$ cat src/rtl/tinynpu_pkg.sv
// Shared types and sizing helpers for the TinyNPU load scheduler.
package tinynpu_pkg;

  typedef enum logic [1:0] {
    S_IDLE,
    S_LOAD,
    S_FIRE,
    S_WAIT
  } sched_state_e;

  // Width of a credit counter able to hold 0..depth inclusive.
  function automatic int credit_w(input int depth);
    return $clog2(depth + 1);
  endfunction

  function automatic int idx_w(input int n);
    return (n > 1) ? $clog2(n) : 1;
  endfunction

endpackage

$ cat src/rtl/tinynpu_sched_if.sv
// Requester-side and NPU-side load/MAC bus of the TinyNPU scheduler.
interface tinynpu_sched_if
  import tinynpu_pkg::*;
#(
  parameter int SIZE   = 4,
  parameter int NREQ   = 2,
  parameter int DATA_W = 8
);
  localparam int SEL_W = idx_w(SIZE);

  logic [NREQ-1:0]             req_val;
  logic [NREQ-1:0]             req_rdy;
  logic [NREQ-1:0]             req_is_w;
  logic [NREQ-1:0][SEL_W-1:0]  req_sel;
  logic [NREQ-1:0][DATA_W-1:0] req_data;
  logic [NREQ-1:0]             req_last;
  logic [DATA_W-1:0]           npu_data;
  logic                        npu_x_load_val;
  logic                        npu_w_load_val;
  logic [SEL_W-1:0]            npu_w_load_sel;
  logic                        npu_mac_val;
  logic                        npu_x_fifo_ren;
  logic                        npu_w_fifo_ren;
  logic                        npu_ostream_req;

  modport master (
    output req_val, req_is_w, req_sel, req_data, req_last,
    output npu_x_fifo_ren, npu_w_fifo_ren, npu_ostream_req,
    input  req_rdy, npu_data, npu_x_load_val, npu_w_load_val,
    input  npu_w_load_sel, npu_mac_val
  );

  modport slave (
    input  req_val, req_is_w, req_sel, req_data, req_last,
    input  npu_x_fifo_ren, npu_w_fifo_ren, npu_ostream_req,
    output req_rdy, npu_data, npu_x_load_val, npu_w_load_val,
    output npu_w_load_sel, npu_mac_val
  );

endinterface

$ cat src/rtl/tinynpu_rr_arb.sv
// Round-robin arbiter: first requester at or after ptr wins, wrapping around.
module tinynpu_rr_arb
  import tinynpu_pkg::*;
#(
  parameter  int N  = 2,
  localparam int IW = idx_w(N)
) (
  input  logic [N-1:0]  req,
  input  logic [IW-1:0] ptr,
  output logic [N-1:0]  grant,
  output logic [IW-1:0] idx,
  output logic          valid
);

  // Two passes: indices >= ptr first, then the wrapped-around low indices.
  always_comb begin
    grant = '0;
    idx   = '0;
    valid = 1'b0;
    for (int c = 0; c < N; c++) begin
      if (!valid && req[c] && c >= int'(ptr)) begin
        valid    = 1'b1;
        grant[c] = 1'b1;
        idx      = IW'(c);
      end
    end
    for (int c = 0; c < N; c++) begin
      if (!valid && req[c]) begin
        valid    = 1'b1;
        grant[c] = 1'b1;
        idx      = IW'(c);
      end
    end
  end

endmodule

$ cat src/rtl/tinynpu_sched.sv
// TinyNPU load scheduler: round-robin load port sharing, FIFO credit tracking, MAC start.
// Optional TINYNPU_SCHED_PERF_EN adds perf_batches/perf_stalls counters.
module tinynpu_sched
  import tinynpu_pkg::*;
#(
  parameter int SIZE   = 4,
  parameter int NREQ   = 2,
  parameter int DEPTH  = 4,
  parameter int DATA_W = 8
) (
  input  logic            clk,
  input  logic            rst,
  input  logic            cfg_start,
  input  logic [NREQ-1:0] cfg_req_mask,
  tinynpu_sched_if.slave  bus,
  output logic            sched_busy,
  output logic            sched_done,
  output logic            sched_err
`ifdef TINYNPU_SCHED_PERF_EN
  ,
  output logic [31:0]     perf_batches,
  output logic [31:0]     perf_stalls
`endif
);

  localparam int CW    = credit_w(DEPTH);
  localparam int SEL_W = idx_w(SIZE);
  localparam int PTR_W = idx_w(NREQ);
  localparam logic [CW-1:0] FULL_CNT = CW'(DEPTH);

  sched_state_e    state_q, state_d;
  logic [NREQ-1:0] pending_q, pending_d;
  logic [PTR_W-1:0] ptr_q, ptr_d;
  logic mac_q, mac_d, done_q, done_d, err_q, err_d;
  logic [CW-1:0] x_count_q, x_count_d;
  logic [CW-1:0] w_count_q [SIZE];
  logic [CW-1:0] w_count_d [SIZE];

  logic [NREQ-1:0]  eligible, grant;
  logic [PTR_W-1:0] gnt_idx;
  logic             gnt_any, x_load, w_load, balanced;
  logic [SEL_W-1:0] w_sel;

  // A beat is eligible only if its requester is pending and its target FIFO has room.
  always_comb begin
    eligible = '0;
    for (int r = 0; r < NREQ; r++) begin
      if (state_q == S_LOAD && bus.req_val[r] && pending_q[r]) begin
        if (bus.req_is_w[r]) eligible[r] = (w_count_q[bus.req_sel[r]] != FULL_CNT);
        else                 eligible[r] = (x_count_q != FULL_CNT);
      end
    end
  end

  tinynpu_rr_arb #(.N(NREQ)) u_arb (
    .req   (eligible),
    .ptr   (ptr_q),
    .grant (grant),
    .idx   (gnt_idx),
    .valid (gnt_any)
  );

  assign x_load = gnt_any && !bus.req_is_w[gnt_idx];
  assign w_load = gnt_any &&  bus.req_is_w[gnt_idx];
  assign w_sel  = w_load ? bus.req_sel[gnt_idx] : '0;

  assign bus.req_rdy        = grant;
  assign bus.npu_data       = gnt_any ? bus.req_data[gnt_idx] : '0;
  assign bus.npu_x_load_val = x_load;
  assign bus.npu_w_load_val = w_load;
  assign bus.npu_w_load_sel = w_sel;
  assign bus.npu_mac_val    = mac_q;

  assign sched_busy = (state_q != S_IDLE);
  assign sched_done = done_q;
  assign sched_err  = err_q;

  // Pops at zero are ignored, so a push alongside a dropped pop still counts up.
  always_comb begin
    x_count_d = x_count_q;
    if (x_load && !(bus.npu_x_fifo_ren && x_count_q != '0))      x_count_d = x_count_q + 1'b1;
    else if (!x_load && bus.npu_x_fifo_ren && x_count_q != '0)   x_count_d = x_count_q - 1'b1;
    for (int i = 0; i < SIZE; i++) begin
      w_count_d[i] = w_count_q[i];
      if ((w_load && w_sel == SEL_W'(i)) && !(bus.npu_w_fifo_ren && w_count_q[i] != '0))
        w_count_d[i] = w_count_q[i] + 1'b1;
      else if (!(w_load && w_sel == SEL_W'(i)) && bus.npu_w_fifo_ren && w_count_q[i] != '0)
        w_count_d[i] = w_count_q[i] - 1'b1;
    end
    balanced = (x_count_d != '0);
    for (int i = 0; i < SIZE; i++) begin
      if (w_count_d[i] != x_count_d) balanced = 1'b0;
    end
  end

  // MAC start is decided on the counts entering FIRE so it can be registered.
  always_comb begin
    state_d   = state_q;
    pending_d = pending_q;
    ptr_d     = ptr_q;
    mac_d     = 1'b0;
    done_d    = 1'b0;
    err_d     = err_q;
    case (state_q)
      S_IDLE: if (cfg_start) begin
        err_d = 1'b0;
        if (cfg_req_mask == '0) done_d = 1'b1;
        else begin
          state_d   = S_LOAD;
          pending_d = cfg_req_mask;
        end
      end
      S_LOAD: begin
        if (pending_q == '0) begin
          state_d = S_FIRE;
          mac_d   = balanced;
        end else if (gnt_any) begin
          ptr_d = (gnt_idx == PTR_W'(NREQ - 1)) ? '0 : gnt_idx + 1'b1;
          if (bus.req_last[gnt_idx]) pending_d[gnt_idx] = 1'b0;
        end
      end
      S_FIRE: begin
        if (mac_q) state_d = S_WAIT;
        else begin
          err_d   = 1'b1;
          state_d = S_IDLE;
        end
      end
      S_WAIT: if (bus.npu_ostream_req) begin
        done_d  = 1'b1;
        state_d = S_IDLE;
      end
      default: state_d = S_IDLE;
    endcase
  end

  always_ff @(posedge clk or posedge rst) begin
    if (rst) begin
      state_q   <= S_IDLE;
      pending_q <= '0;
      ptr_q     <= '0;
      mac_q     <= 1'b0;
      done_q    <= 1'b0;
      err_q     <= 1'b0;
    end else begin
      state_q   <= state_d;
      pending_q <= pending_d;
      ptr_q     <= ptr_d;
      mac_q     <= mac_d;
      done_q    <= done_d;
      err_q     <= err_d;
    end
  end

  always_ff @(posedge clk or posedge rst) begin
    if (rst) begin
      x_count_q <= '0;
      for (int i = 0; i < SIZE; i++) w_count_q[i] <= '0;
    end else begin
      x_count_q <= x_count_d;
      for (int i = 0; i < SIZE; i++) w_count_q[i] <= w_count_d[i];
    end
  end

`ifdef TINYNPU_SCHED_PERF_EN
  logic [31:0] perf_batches_q, perf_batches_d, perf_stalls_q, perf_stalls_d;
  logic        stall;

  // A stall is pending demand in LOAD that no FIFO could accept.
  assign stall = (state_q == S_LOAD) && |(bus.req_val & pending_q) && !gnt_any;

  always_comb begin
    perf_batches_d = perf_batches_q + (done_q ? 32'd1 : 32'd0);
    perf_stalls_d  = perf_stalls_q + (stall ? 32'd1 : 32'd0);
  end

  always_ff @(posedge clk or posedge rst) begin
    if (rst) begin
      perf_batches_q <= '0;
      perf_stalls_q  <= '0;
    end else begin
      perf_batches_q <= perf_batches_d;
      perf_stalls_q  <= perf_stalls_d;
    end
  end

  assign perf_batches = perf_batches_q;
  assign perf_stalls  = perf_stalls_q;
`endif

endmodule

$ cat src/flat_wrapper.sv
// flat-port wrapper written by rule: the top's interface ports become plain ports
module tinynpu_sched_flat import tinynpu_pkg::*;
#(
  parameter int SIZE   = 4,
  parameter int NREQ   = 2,
  parameter int DEPTH  = 4,
  parameter int DATA_W = 8
)
  (clk, rst, cfg_start, cfg_req_mask, sched_busy, sched_done, sched_err, bus_req_val, bus_req_is_w, bus_req_sel, bus_req_data, bus_req_last, bus_npu_x_fifo_ren, bus_npu_w_fifo_ren, bus_npu_ostream_req, bus_req_rdy, bus_npu_data, bus_npu_x_load_val, bus_npu_w_load_val, bus_npu_w_load_sel, bus_npu_mac_val);
  tinynpu_sched_if #(.SIZE(SIZE), .NREQ(NREQ), .DATA_W(DATA_W)) bus_i ();
  input  logic clk;
  input  logic rst;
  input  logic cfg_start;
  input  logic [NREQ-1:0] cfg_req_mask;
  output logic sched_busy;
  output logic sched_done;
  output logic sched_err;
  input wire logic [$bits(bus_i.req_val)-1:0] bus_req_val;
  input wire logic [$bits(bus_i.req_is_w)-1:0] bus_req_is_w;
  input wire logic [$bits(bus_i.req_sel)-1:0] bus_req_sel;
  input wire logic [$bits(bus_i.req_data)-1:0] bus_req_data;
  input wire logic [$bits(bus_i.req_last)-1:0] bus_req_last;
  input wire logic [$bits(bus_i.npu_x_fifo_ren)-1:0] bus_npu_x_fifo_ren;
  input wire logic [$bits(bus_i.npu_w_fifo_ren)-1:0] bus_npu_w_fifo_ren;
  input wire logic [$bits(bus_i.npu_ostream_req)-1:0] bus_npu_ostream_req;
  output wire logic [$bits(bus_i.req_rdy)-1:0] bus_req_rdy;
  output wire logic [$bits(bus_i.npu_data)-1:0] bus_npu_data;
  output wire logic [$bits(bus_i.npu_x_load_val)-1:0] bus_npu_x_load_val;
  output wire logic [$bits(bus_i.npu_w_load_val)-1:0] bus_npu_w_load_val;
  output wire logic [$bits(bus_i.npu_w_load_sel)-1:0] bus_npu_w_load_sel;
  output wire logic [$bits(bus_i.npu_mac_val)-1:0] bus_npu_mac_val;
  assign bus_i.req_val = bus_req_val;
  assign bus_i.req_is_w = bus_req_is_w;
  assign bus_i.req_sel = bus_req_sel;
  assign bus_i.req_data = bus_req_data;
  assign bus_i.req_last = bus_req_last;
  assign bus_i.npu_x_fifo_ren = bus_npu_x_fifo_ren;
  assign bus_i.npu_w_fifo_ren = bus_npu_w_fifo_ren;
  assign bus_i.npu_ostream_req = bus_npu_ostream_req;
  assign bus_req_rdy = bus_i.req_rdy;
  assign bus_npu_data = bus_i.npu_data;
  assign bus_npu_x_load_val = bus_i.npu_x_load_val;
  assign bus_npu_w_load_val = bus_i.npu_w_load_val;
  assign bus_npu_w_load_sel = bus_i.npu_w_load_sel;
  assign bus_npu_mac_val = bus_i.npu_mac_val;
  tinynpu_sched #(.SIZE(SIZE), .NREQ(NREQ), .DEPTH(DEPTH), .DATA_W(DATA_W)) u_core (.clk(clk), .rst(rst), .cfg_start(cfg_start), .cfg_req_mask(cfg_req_mask), .bus(bus_i), .sched_busy(sched_busy), .sched_done(sched_done), .sched_err(sched_err));
endmodule
$ cat config.mk
export PLATFORM = sky130hd
export DESIGN_NAME = tinynpu_sched_flat
export DESIGN_NICKNAME = d
export VERILOG_FILES = /design/src/rtl/tinynpu_pkg.sv /design/src/rtl/tinynpu_sched_if.sv /design/src/rtl/tinynpu_rr_arb.sv /design/src/rtl/tinynpu_sched.sv /design/src/flat_wrapper.sv
export SDC_FILE = /design/constraint.sdc
export NUM_CORES = 1
export LEC_CHECK = 0
export BUFFER_PORTS_ARGS = -buffer_cell sky130_fd_sc_hd__buf_2
export CORE_ASPECT_RATIO = 1.25
export CORE_MARGIN = 2
export CORE_UTILIZATION = 61
export CTS_BUF_LIST = sky130_fd_sc_hd__clkbuf_16
export DETAILED_ROUTE_END_ITERATION = 7
export PLACE_DENSITY = 0.87
export SLEW_MARGIN = 25
export SYNTH_ARGS = -nofsm -noshare
export SYNTH_HDL_FRONTEND = slang
export SYNTH_SLANG_ARGS = --single-unit
$ cat constraint.sdc
create_clock -name clk -period 7.1 [get_ports clk]
set_clock_uncertainty 0.2 [all_clocks]
set_input_delay 0.355 -clock clk [delete_from_list [all_inputs] [get_ports clk]]
set_output_delay 0.355 -clock clk [all_outputs]
set_load 0.01 [all_outputs]
# ---- Word-level counts from Yosys, hierarchy flattened
# Index checks and enable logic that the tools add are counted.
dict set report classes {
  shift 0
  multipliers 0
  n_lt_le_gt_ge 5
  n_reduce_logical 66
  n_mux 67
  add_sub_neg 11
  n_bitwise 5
  eq_ne 21
  n_div 0
}
# op n
set op_table {}
lappend op_table {{2-to-1 mux 3 bit} 14}
lappend op_table {{logical AND 1 bit} 35}
lappend op_table {{2-to-1 mux 1 bit} 30}
lappend op_table {{2-to-1 mux 2 bit} 13}
lappend op_table {{2-to-1 mux 8 bit} 3}
lappend op_table {{nonzero test 3 bit} 6}
lappend op_table {{adder 3 x 1 -> 3 bit, second input constant} 5}
lappend op_table {{subtractor 3 x 1 -> 3 bit, second input constant} 5}
lappend op_table {{zero test 1 bit} 14}
lappend op_table {{!= test 2 bit, second input constant} 7}
lappend op_table {{binary-select mux 3 bit (select 2 bit)} 2}
lappend op_table {{!= test 3 bit} 4}
lappend op_table {{!= test 3 bit, second input constant} 3}
lappend op_table {{== test 2 bit, second input constant} 4}
lappend op_table {{zero test 2 bit} 4}
lappend op_table {{one-hot mux 2 bit (4 select lines)} 1}
lappend op_table {{greater-or-equal comparator 3 bit, second input constant} 2}
lappend op_table {{NOT 2 -> 3 bit} 2}
lappend op_table {{AND reduction 3 bit} 2}
lappend op_table {{AND reduction 6 bit} 1}
lappend op_table {{nonzero test 2 bit} 3}
lappend op_table {{== test 2 x 1 -> 1 bit, second input constant} 2}
lappend op_table {{one-hot mux 1 bit (2 select lines)} 2}
lappend op_table {{one-hot mux 2 bit (2 select lines)} 1}
lappend op_table {{other kinds (10)} 10}
dict set report totals {
  regBits 23
  input_bits 34
  mem_count 0
  mem_bits_rw 0
  out_inout_bits 18
  latchBits 0
  mem_bits_ro 0
}

# ---- Longest topological paths before layout
dict set report logic_depth {
  ltp_word 36
  mapped_depth 12
  depth_no_buf 12
}

# ---- Modules after synthesis
# A second synthesis with hierarchy kept.
dict set report unflattened {
  hier_cells 230
  hier_area_um2 2108.3
}
# module n_inst cells_per_inst seq_area_each_um2 area_per_inst_um2
set by_module_without_submodules {}
lappend by_module_without_submodules {tinynpu_sched 1 225 575.6 2075.7}
lappend by_module_without_submodules {tinynpu_rr_arb 1 5 0.0 32.5}

# ---- Least setup slack after synthesis
# OpenSTA, ideal clock, no wires.
dict set report synth_path {
  path_kind {register to register}
  startpoint {register u_core.state_q[1]}
  endpoint {register u_core.mac_q, in the netlist u_core.bus.npu_mac_val}
  path_slack_ps 3756
  path_stages_with_launch 12
  setup_time_ps 67
  arrival_time_ps 3076
  period_less_slack_ps 3344
  cell_sequence {dfrtp_1 -> inv_1 -> ha_1 -> nand3_2 -> or3_1 -> o31a_4 -> a211oi_2 -> xnor2_1 -> xnor2_1 -> or4_1 -> a21oi_1 -> o221a_1}
}
dict set report synth_via {
  elab_cells_between_ends 78
  cone_classes {eq/ne (8); mux (30); reduce/logical (40)}
}
# item line
set synth_lines {}
lappend synth_lines {{from (decl)} tinynpu_sched.sv:31} ;# sched_state_e state_q, state_d;
lappend synth_lines {{from (signal assigned)} tinynpu_sched.sv:146} ;# state_q <= state_d;
lappend synth_lines {{== test 2 x 1 -> 1 bit *} tinynpu_sched.sv:48} ;# if (state_q == S_LOAD && bus.req_val[r] && pending_q[r]) begin
lappend synth_lines {{logical AND 1 bit (2 in a row)} tinynpu_sched.sv:48}
lappend synth_lines {{2-to-1 mux 1 bit} tinynpu_sched.sv:48}
lappend synth_lines {{logical AND 1 bit} tinynpu_rr_arb.sv:21} ;# if (!valid && req[c] && c >= int'(ptr)) begin
lappend synth_lines {{2-to-1 mux 1 bit} tinynpu_rr_arb.sv:21}
lappend synth_lines {{zero test 1 bit} tinynpu_rr_arb.sv:21}
lappend synth_lines {{logical AND 1 bit} tinynpu_rr_arb.sv:21}
lappend synth_lines {{2-to-1 mux 1 bit} tinynpu_rr_arb.sv:21}
lappend synth_lines {{[... 14 more ...]} --}
lappend synth_lines {{2-to-1 mux 3 bit *} tinynpu_sched.sv:81} ;# if (x_load && !(bus.npu_x_fifo_ren && x_count_q != '0)) x_count_d = x_count_q + 1'b1;
lappend synth_lines {{named net u_core.x_count_d[0]} tinynpu_sched.sv:35} ;# logic [CW-1:0] x_count_q, x_count_d;
lappend synth_lines {{!= test 3 bit / nonzero test 3 bit (equally long branches)} {tinynpu_sched.sv:92, tinynpu_sched.sv:90}}
lappend synth_lines {{2-to-1 mux 1 bit (3 in a row)} tinynpu_sched.sv:92} ;# if (w_count_d[i] != x_count_d) balanced = 1'b0;
lappend synth_lines {{2-to-1 mux 1 bit *} tinynpu_sched.sv:92}
lappend synth_lines {{2-to-1 mux 1 bit *} tinynpu_sched.sv:114} ;# if (pending_q == '0) begin
lappend synth_lines {{2-to-1 mux 1 bit *} tinynpu_sched.sv:104} ;# case (state_q)
lappend synth_lines {{named net u_core.mac_d} tinynpu_sched.sv:34} ;# logic mac_q, mac_d, done_q, done_d, err_q, err_d;
lappend synth_lines {{to (signal assigned)} tinynpu_sched.sv:149} ;# mac_q <= mac_d;
lappend synth_lines {{to (decl)} tinynpu_sched.sv:34}
# Mark *: on every way through the listed nets, which the timed path passes. The rest lies on a longest branch. The select of a mux whose other input is x is not followed.
# A chain may end at the register's enable or synchronous reset.

# ---- Final worst setup path
# Ends and elaborated chain as after synthesis.

==> results.sh <==
export IMPL_pin_count=52
export IMPL_syn_to_final_growth_pct=14.0
export IMPL_crit_start="u_core.state_q[1]"
export IMPL_crit_end="u_core.bus.npu_mac_val"
export IMPL_peakVddDrop_mv=0.204
export IMPL_die_area_um2=4790
export IMPL_final_common_cell="buf_2"
export IMPL_synth_edf_count=0
export IMPL_rr_endpoint="u_core.bus.npu_mac_val"
export IMPL_cts_tree="yes"
export IMPL_criticalPathCategory="reg -> reg"
export IMPL_yosys_most_used_dff="dfrtp_1"
export IMPL_n_antenna_cell=0
export IMPL_post_cts_buffers=0
export IMPL_dp_hpwl_um=5250
export IMPL_htree_levels=1
export IMPL_path_cells="inv_1 > ha_1 > nand3_2 > or3_1 > o31a_4 > a211oi_2 > or4b_1 > o311ai_2 > nor4_1 > nor4bb_1 > o221a_1"
export IMPL_cts_num_sinks=23
export IMPL_globalplace_congestion=0.960
export IMPL_cts_buffers=3
export IMPL_portBuffers=51
export IMPL_num_rows=26
export IMPL_clk_pin_slew_ps=70
export IMPL_initialDrtViolationCount=203
export IMPL_syn_num_nets=368
export IMPL_holdBufCountCts=0
export IMPL_n_fill_cell=331
export IMPL_status="finished, violations left"
export IMPL_drv_cap=0
export IMPL_final_core_util_pct=72.0
export IMPL_antenna_found_initial=0
export IMPL_drv_slew=0
export IMPL_grt_ovfl_total=0
export IMPL_r2r_start="u_core.state_q[1]"
export IMPL_cts_root_buf="clkbuf_16"
export IMPL_required_ps=7100
export IMPL_avgRoutedWirePerCell_um=16.4
export IMPL_fin_crit_ps=3730
export IMPL_grt_pass1_wl_um=11300
export IMPL_grtUsageTotal_pct=29.2
export IMPL_critPathSlowestCell="a211oi_2"
export IMPL_drcViolationCount=0
export IMPL_power_density_nw_per_um2=367
export IMPL_start_util_pct=63.2
export IMPL_setup_violations=0
export IMPL_syn_area_per_cell_um2=8.22
export IMPL_critPathCaptureType="flip-flop"
export IMPL_mostFrequentLayoutCells="buf_2 (51), nand2_1 (37), inv_1 (29), dfrtp_1 (23), a21oi_1 (21)"
export IMPL_via_per_inst=6.27
export IMPL_async_flop_share_pct=100
export IMPL_max_freq_mhz=268
export IMPL_r2r_slack_ps=3370
export IMPL_grt_pass1_vias=2513
export IMPL_rsz0062_at_grt="false"
export IMPL_crit_fanout=8
export IMPL_num_nets_final=416
export IMPL_grt_max_degree=24
export IMPL_ant_nets=0
export IMPL_fin_tns_setup_ps=0
export IMPL_failed_checks="hold timing"
export IMPL_clk_latency_ps=260
export IMPL_drive_gt1_share_pct=23.5
export IMPL_tightest_slew_ps=924
export IMPL_critPathLaunchType="flip-flop"
export IMPL_ys_seq_area_share_pct=22.2
export IMPL_clockBufferDepth=2
export IMPL_yosys_area_top_type="dfrtp_1"
export IMPL_period_share_pct=52.5
export IMPL_hold_viol_final=23
export IMPL_drt_first_pass_iters=5
export IMPL_via_count=2620
export IMPL_yosysTopAreaCellShare_pct=22.2
export IMPL_routed_wl_um=6840
export IMPL_ys_warn_count=0
export IMPL_whs_ps=-26.9
export IMPL_synth_area_um2=2590
export IMPL_synth_area_leaders="dfrtp_1 (22%), ha_1 (9.2%), nand2_1 (5.4%), inv_1 (4.3%), a21oi_1 (4.1%)"
export IMPL_hold_path_class="in -> async"
export IMPL_die_h_um=76.9
export IMPL_synth_seq_cells=23
export IMPL_slew_headroom_pct=38.0
export IMPL_worstPathArrival_ps=3730
export IMPL_multi_input_area_um2=1850
export IMPL_cts_resized=0
export IMPL_core_area_um2=4100
export IMPL_cpPeakStageDelay_ps=500
export IMPL_synth_cells=315
export IMPL_leakagePower_uw=0.00139
export IMPL_chipWidth_um=62.3
export IMPL_synth_cell_type_count=73
export IMPL_reg2reg_depth=11
export IMPL_ff_latch_area_um2=576
registers in the layout, summed over array words and instances, names as in the netlist:
name / flops
u_core.w_count_q: 12
u_core.x_count_q: 3
u_core.pending_q: 2
u_core.ptr_q: 1
u_core.sched_err: 1
u_core.state_q: 2
u_core.sched_done: 1
u_core.bus.npu_mac_val: 1
synth_stat cells (4+ instances only):
cell type and instances:
mux2i_1 6, o211ai_1 6, or3_1 5, ha_1 19
and3_1 5, dfrtp_1 23, inv_1 30, nor3_1 8
a21o_1 10, clkbuf_1 5, nand2_1 37, nor2_1 19
nand3_1 4, xnor2_1 9, nand4_1 4, or2_2 7
o21ai_0 8, a21oi_1 21
per-stage QoR:
step / setup WS (ps) / instance area (um^2) / instances / power, uW / hold slack (ps)
after global routing: 3190 / 2950 / 418 / 1180 / 21.2
after floorplan: 3760 / 2590 / 315 / 768 / 157
after CTS: 3470 / 2950 / 418 / 1070 / 124
after global placement: 3610 / 2870 / 414 / 910 / 302
after detailed placement: 3470 / 2870 / 414 / 933 / 311
final: 3370 / 2950 / 418 / 1080 / -26.9
layer usage:
metal	global-route usage [%]	share of wire [%]	vias up
li1	-	-	1255
met1	35.7	39	1202
met2	48.7	49	136
met3	3.23	6.9	27
met4	18.7	4.5	0
met5	0	0	-
critical path: cells and delay by family (launching register included):
family,cells,cell delay [ps]
simple gates,5,1450
compound gates,4,1200
flops,1,410
fa+ha+maj,1,300
buf+inv,1,110
how the worst min path moves through the flow:
stage                     cells past startpoint              from                      to  slack [ps]
after floorplan                               1               rst  u_core.bus.npu_mac_val         160
after global placement                        2  u_core.sched_err        u_core.sched_err         300
after detailed placement                      2  u_core.sched_err        u_core.sched_err         310
after CTS                                     2   cfg_req_mask[0]     u_core.pending_q[0]         120
after global routing                          2               rst     u_core.x_count_q[1]          20
final                                         2               rst     u_core.x_count_q[1]         -30
cell type report:
cell class                 count  share of cell area, %
clock buffer                   3                   2.54
clock inverter                 1                  0.254
inverter                      31                   3.94
multi-input combinational    253                   62.7
sequential                    23                   19.5
tap                           56                   2.37
timing repair buffer          51                   8.65
where the power goes:
group / internal (uW) / switching, uW
combinational: 284 / 391
sequential: 195 / 84.3
clock: 76.6 / 53.0
total: 555 / 529
cells by family after synthesis:
group	share of synthesized area [%]
compound gates	28.5
simple gates	28.0
mux	2.75
buf+inv	6.28
fa+ha+maj	9.18
flops	22.2
xor+xnor	3.04
Note: power is estimated with default switching activity, not from simulation.
